**src/rtl/button_debounce.sv**
```systemverilog
// button_debounce: multi-channel push-button debouncer feeding one_pulse.
// Raw pins are polarity-corrected, optionally synchronized, and each level
// change is accepted only after it holds for STABLE_TICKS prescaler ticks.
// Optional feature macro: BUTTON_DEBOUNCE_SYNC_EN
//   defined   -> 2-flop synchronizer per channel (s lags pin by 2 cycles)
//   undefined -> s is the polarity-corrected pin directly (pre-synchronized input)

module button_debounce #(
  parameter int unsigned N_BTN        = 4,
  parameter int unsigned TICK_DIV     = 100000,
  parameter int unsigned STABLE_TICKS = 10,
  parameter bit          ACTIVE_LOW   = 1'b0
) (
  input  logic             clk,
  input  logic             rst_n,
  input  logic [N_BTN-1:0] pb_in,
  output logic [N_BTN-1:0] pb_debounced,
  output logic             tick
);

  localparam int unsigned DIV_W = (TICK_DIV > 1) ? $clog2(TICK_DIV) : 1;
  localparam int unsigned CNT_W = (STABLE_TICKS > 0) ? $clog2(STABLE_TICKS + 1) : 1;

  localparam logic [DIV_W-1:0] DIV_LAST = DIV_W'(TICK_DIV - 1);
  localparam logic [CNT_W-1:0] CNT_LAST = CNT_W'(STABLE_TICKS - 1);
  localparam logic [N_BTN-1:0] POL_MASK = {N_BTN{ACTIVE_LOW}};

  typedef enum logic [1:0] {
    REL   = 2'd0,
    W_PRS = 2'd1,
    PRS   = 2'd2,
    W_REL = 2'd3
  } state_t;

  logic [N_BTN-1:0] pb_pol;
  logic [N_BTN-1:0] s;
  logic [DIV_W-1:0] div_cnt;

  // Polarity correction: after this point 1 always means pressed.
  assign pb_pol = pb_in ^ POL_MASK;

`ifdef BUTTON_DEBOUNCE_SYNC_EN
  logic [N_BTN-1:0] sync_q1;
  logic [N_BTN-1:0] sync_q2;

  // Two-flop synchronizer; resets to the released level.
  always_ff @(posedge clk or negedge rst_n) begin
    if (!rst_n) begin
      sync_q1 <= '0;
      sync_q2 <= '0;
    end else begin
      sync_q1 <= pb_pol;
      sync_q2 <= sync_q1;
    end
  end

  assign s = sync_q2;
`else
  assign s = pb_pol;
`endif

  // Shared prescaler: one-cycle tick on the cycle after the counter wraps.
  always_ff @(posedge clk or negedge rst_n) begin
    if (!rst_n) begin
      div_cnt <= '0;
      tick    <= 1'b0;
    end else begin
      tick <= (div_cnt == DIV_LAST);
      if (div_cnt == DIV_LAST) begin
        div_cnt <= '0;
      end else begin
        div_cnt <= div_cnt + DIV_W'(1);
      end
    end
  end

  genvar i;
  for (i = 0; i < int'(N_BTN); i++) begin : g_ch
    state_t           state_q;
    state_t           state_d;
    logic [CNT_W-1:0] cnt_q;
    logic [CNT_W-1:0] cnt_d;
    logic             out_d;
    logic             out_q;

    // Next-state: a reverting input always wins over tick counting.
    always_comb begin
      state_d = state_q;
      cnt_d   = cnt_q;
      out_d   = 1'b0;
      case (state_q)
        REL: begin
          if (s[i]) begin
            state_d = W_PRS;
            cnt_d   = '0;
          end
        end
        W_PRS: begin
          if (!s[i]) begin
            state_d = REL;
          end else if (tick) begin
            if (cnt_q == CNT_LAST) begin
              state_d = PRS;
              cnt_d   = '0;
            end else begin
              cnt_d = cnt_q + CNT_W'(1);
            end
          end
        end
        PRS: begin
          if (!s[i]) begin
            state_d = W_REL;
            cnt_d   = '0;
          end
        end
        W_REL: begin
          if (s[i]) begin
            state_d = PRS;
          end else if (tick) begin
            if (cnt_q == CNT_LAST) begin
              state_d = REL;
              cnt_d   = '0;
            end else begin
              cnt_d = cnt_q + CNT_W'(1);
            end
          end
        end
        default: begin
          state_d = REL;
          cnt_d   = '0;
        end
      endcase
      out_d = (state_d == PRS) || (state_d == W_REL);
    end

    // State, stability counter and registered debounced level.
    always_ff @(posedge clk or negedge rst_n) begin
      if (!rst_n) begin
        state_q <= REL;
        cnt_q   <= '0;
        out_q   <= 1'b0;
      end else begin
        state_q <= state_d;
        cnt_q   <= cnt_d;
        out_q   <= out_d;
      end
    end

    assign pb_debounced[i] = out_q;
  end

endmodule

```
**config.mk**
```make
export PLATFORM = sky130hd
export DESIGN_NAME = button_debounce
export DESIGN_NICKNAME = d
export VERILOG_FILES = /design/src/rtl/button_debounce.sv
export SDC_FILE = /design/constraint.sdc
export NUM_CORES = 1
export LEC_CHECK = 0
export ABC_AREA = 1
export BUFFER_PORTS_ARGS = -buffer_cell sky130_fd_sc_hd__buf_2
export CORE_UTILIZATION = 30
export DETAILED_ROUTE_END_ITERATION = 10
export GPL_TIMING_DRIVEN = 0
export PLACE_DENSITY_LB_ADDON = 0.15
export SYNTH_ARGS = -nofsm -noshare
export SYNTH_HDL_FRONTEND = slang
export SYNTH_SLANG_ARGS = --single-unit
```
**constraint.sdc**
```tcl
create_clock -name clk -period 1.33 [get_ports clk]
set_input_delay 0.0665 -clock clk [delete_from_list [all_inputs] [get_ports clk]]
set_output_delay 0.0665 -clock clk [all_outputs]
set_load 0.03 [all_outputs]
```
Yosys cells after proc, flatten, opt, wreduce, memory -nomap -nowiden

Cells that the tools add are included.

Register bits: 46
Bits of input ports: 6
Output and inout port bits: 5
Word-level logic and storage cells: 137

Add/subtract/negate cells: 5
Eq/ne operators: 41
Mux-type cells: 65
Reductions and logical operators: 12

Operators by type and width:

| kind                    | count |
|---|---|
| $mux W4                 | 24 |
| $mux W2                 | 32 |
| $pmux W4 S4             | 4 |
| $eq A2 B2 Y1 const B    | 16 |
| $ne A2 B2 Y1 const B    | 16 |
| $pmux W2 S4             | 4 |
| $add A17 B1 Y17 const B | 1 |
| $eq A17 B17 Y1 const B  | 1 |
| $mux W17                | 1 |
| $add A4 B1 Y4 const B   | 4 |
| $eq A4 B4 Y1 const B    | 4 |
| $reduce_and A4 Y1       | 4 |
| $eq A2 B1 Y1 const B    | 4 |
| $logic_not A2 Y1        | 4 |
| $logic_or A1 B1 Y1      | 4 |

Logic depth before layout (Yosys ltp)

Depth after elaboration: 7
Gate-level depth with buffers: 8
Depth with buffers taken out: 8

Worst setup path after synthesis

Ideal clock, no wire load.

Path type: flip-flop to flip-flop
Start point: register tick
End point: register g_ch[1].cnt_q[0]
Library setup time: 0.125 ns
Arrival: 1.170 ns
Data required time: 1.205 ns
Path slack: 0.035 ns
Cell stages (with the launch flop): 7
Buffers on the path: 1
Period minus slack after synthesis: 1.295 ns
Cells stage by stage: dfrtp_1 > buf_2 > inv_1 > nand2_1 > nand2_1 > a21oi_1 > a21oi_1

Cells in the longest elaborated chain, start to end: 3
Elaborated cells between the ends (all ways): 4
Those cells by class: mux: 4

Ends and longest elaborated chain:

| element                           | RTL line | source |
|---|---|---|
| start: declaration                | 18       | `output logic tick` |
| start signal: assignment          | 68       | `tick <= (div_cnt == DIV_LAST);` |
| $mux W4 (*)                       | --       |  |
| $mux W4, on equally long branches | --       |  |
| $pmux W4 S4 (*)                   | --       |  |
| end signal: assignment            | 144      | `cnt_q <= cnt_d;` |
| end: declaration                  | 81       | `logic [CNT_W-1:0] cnt_q;` |

Every way passes the cells marked *; elsewhere a longest branch is shown, timed or not. The select of a mux whose other input is x is not followed.
A chain may end at the register's enable or synchronous reset.

Final worst setup path

Start point: register div_cnt[0]
End point: register div_cnt[8]

Cells in the longest elaborated chain, start to end: 2
Elaborated cells between the ends (all ways): 3
Those cells by class: add/sub: 1; eq/ne: 1; mux: 1

Ends and longest elaborated chain:

| element                                           | RTL line | source |
|---|---|---|
| start: declaration                                | 37       | `logic [DIV_W-1:0] div_cnt;` |
| start signal: assignment                          | 72       | `div_cnt <= div_cnt + DIV_W'(1);` |
| $add A17 B1 Y17 or $eq A17 B17 Y1 (tied branches) | 72, 69   |  |
| $mux W17 (*)                                      | 69       | `if (div_cnt == DIV_LAST) begin` |

Every way passes the cells marked *; elsewhere a longest branch is shown, timed or not.

==> impl_metrics.env <==
export IMPL_status="complete, no violations"
export IMPL_ys_ff_latch=43
export IMPL_regArea_um2=1081
export IMPL_yosysSeqAreaShare=0.4674
export IMPL_vias_per_cell=4.268
export IMPL_wirelength_um=4178
export IMPL_die_h_um=89.60
export IMPL_n_antenna_cell=0
export IMPL_worstMarginPinSlew_ps=599.8
export IMPL_pwr_share_seq=0.542
export IMPL_die_w_um=89.60
export IMPL_row_count=31
export IMPL_start_util=0.3140
export IMPL_path_cells="ha_4, nand3_4, nor2_4, nand2_2, buf_4, xor2_1"
export IMPL_synth_top_area_frac=0.4674
export IMPL_cts_htree_levels=2
export IMPL_hold_viol=0
export IMPL_syn_avg_cell_area_um2=7.994
export IMPL_fin_crit_sh=0.9843
export IMPL_dieArea_um2=8028
export IMPL_dp_slack_ps=-76.42
export IMPL_internal_power_uw=1963
export IMPL_synthesis_area_um2=2302
export IMPL_netlist_instances=288
export IMPL_cts_buffers=5
export IMPL_arrival_ps=1500
export IMPL_power_switching_uw=593.6
export IMPL_drc=0
export IMPL_maxCapViolCount=0
export IMPL_cts_tree="built"
export IMPL_worst_slack_ps=20.94
export IMPL_setup_viol=0
export IMPL_critPathBufInv=1
export IMPL_p_leak_uw=0.001356
export IMPL_combPwrFrac=0.069
export IMPL_place_port_buffers=10
export IMPL_fillerInstances=756
export IMPL_rsz0062_at_grt="true"
export IMPL_antenna_found_initial=0
export IMPL_overflow=0
export IMPL_routabilityCongestion=0.7091
export IMPL_clkPwrFrac=0.389
export IMPL_power_density_nw_per_um2=920.1
export IMPL_yosys_top_cells_area="dfrtp_1, nand2_1, inv_1"
export IMPL_clk_latency_ps=290
export IMPL_syn_to_final_growth_pct=20.71
export IMPL_final_max_slew_viol_count=0
export IMPL_path_class="register to register"
export IMPL_grt_pass1_vias=1576
export IMPL_grt_start_max_net_pins=44
export IMPL_final_cell_mix="nand2_1, dfrtp_1, inv_1, nor2_1, nand3_1"
export IMPL_period_needed_ps=1309
export IMPL_crit_path_end_kind="register"
export IMPL_vias=1784
export IMPL_place_area_um2=2476
export IMPL_max_stage_delay_ps=400
export IMPL_cts_sinks=43
export IMPL_wl_per_cell_um=9.995
export IMPL_min_path_type="primary input to register"
export IMPL_path_max_fanout=6
export IMPL_synth_largest_area_cell="dfrtp_1"
export IMPL_fmax_mhz=763.9
export IMPL_dr_pass1_iters=4
export IMPL_fin_skew_ps=2.310
export IMPL_slew_headroom=0.6001
export IMPL_cpMaxStageDelayCell="dfrtp_1"
export IMPL_clkTransAtPathRegs_ps=80
export IMPL_coreArea_um2=7331
export IMPL_root_buffer="clkbuf_8"
export IMPL_io_pins=11
export IMPL_ys_types=20
export IMPL_fin_area_um2=2779
export IMPL_start_kind="register"
export IMPL_yosys_warnings=0
export IMPL_grt_pass1_wl_um=7065
export IMPL_ant_nets=0
export IMPL_drive_gt1_frac=0.1912
export IMPL_syn_nets=301
export IMPL_critPathTopFamily="flip-flops"
export IMPL_hpwlAfterDp_um=2811
export IMPL_clock_path_buffers=2
export IMPL_p_sw_frac=0.2322
export IMPL_grt_usage=0.1138
export IMPL_multiInputGateArea_um2=1120
export IMPL_ir_drop_mv=0.4242
export IMPL_final_common_cell="nand2_1"
export IMPL_worstPathRequired_ps=1520
export IMPL_drt_iter0_markers=58
export IMPL_nNetsFinal=332
==> worst register-to-register path, cell delays in order, from the launching register on <==
cell and delay (ps):
dfrtp_1 400, ha_4 170, nand3_4 90, nor2_4 190
nand2_2 90, buf_4 140, xor2_1 130
==> final timing paths <==
path                                               from                      endpoint  slack (ps)  cells past startpoint
setup reg to reg                   div_cnt[0]$_DFF_PN0_          div_cnt[8]$_DFF_PN0_          20                      6
hold reg to reg            g_ch[2].cnt_q[3]$_DFFE_PN0P_  g_ch[2].cnt_q[3]$_DFFE_PN0P_         490                      2
min in group asynchronous                         rst_n  g_ch[1].cnt_q[0]$_DFFE_PN0P_         340                      2
max in group asynchronous                         rst_n          div_cnt[6]$_DFF_PN0_         550                      2
setup / recovery                   div_cnt[0]$_DFF_PN0_          div_cnt[8]$_DFF_PN0_          20                      6
hold / removal                                 pb_in[0]       g_ch[0].out_q$_DFF_PN0_          70                      3
==> cells in the mapped netlist <==
library cell  number
nor2_2             2
xnor2_1            6
a21o_1             1
nand2_1           80
nand3_2            3
buf_2              1
nand2_2            5
dfrtp_1           43
nand3_1           20
inv_1             39
a31oi_1            1
o21ai_0            8
nor2_1            36
a21oi_1            6
nor3_1             1
xor2_1            14
buf_4              4
ha_1               7
nor2_4             3
nand4_1            8
==> cell families after synthesis <==
| group | count (synthesis) | share of synthesized area |
|---|---|---|
| fa+ha+maj | 7 | 0.03804 |
| xor+xnor | 20 | 0.07609 |
| flops | 43 | 0.4674 |
| buf+inv | 44 | 0.07880 |
| simple gates | 158 | 0.3033 |
| compound gates | 16 | 0.03642 |
==> registers in the layout (all words and copies together), names as in the netlist <==
name / count
div_cnt: 17
g_ch.cnt_q: 16
g_ch.state_q: 5
g_ch.out_q: 4
tick: 1
==> layer usage <==
metal | vias up | GRT usage | wire [um]
met5 | - | 0 | 0
met4 | 0 | 0.03463 | 52
met3 | 6 | 0.02742 | 99
met2 | 16 | 0.1846 | 1922
met1 | 811 | 0.1506 | 2103
li1 | 951 | - | -
==> per-stage QoR <==
stage	util	power, uW	TNS (ps)	hold WS, ps	cells
2_1_floorplan	-	1513	0	-229.1	288
3_3_place_gp	0.3378	1578	-561.5	298.2	397
3_5_place_dp	0.3378	1579	-579.6	296.4	397
4_1_cts	0.3629	2615	0	38.86	411
5_1_grt	0.3791	2686	-67.21	74.45	418
6_report	0.3791	2557	0	65.25	418
==> cell type report <==
type                            instances  share of cell area
Multi-Input combinational cell        201              0.4030
Sequential cell                        43              0.3890
Timing Repair Buffer                   24             0.06033
Inverter                               39             0.05268
Tap cell                               99             0.04457
Clock buffer                            6             0.02611
Buffer                                  5             0.01351
Clock inverter                          1             0.01081
==> power groups by stage <==
stage,Sequential (uW),Clock [uW],Combinational [uW]
2_1_floorplan,1400,0,109
3_3_place_gp,1410,0,164
3_5_place_dp,1410,0,165
4_1_cts,1390,1050,177
5_1_grt,1390,1080,210
6_report,1390,994,176
==> what timing repair did <==
item                                    in CTS  in global routing
endpoints found under the setup margin      14                 47
pin swaps                                    2                  7
setup buffers                                3                  7
gates resized for setup                      5                 20
hold endpoints to repair                    46                  0
hold buffers                                 4                  0
(Power assumes the default switching activity.)
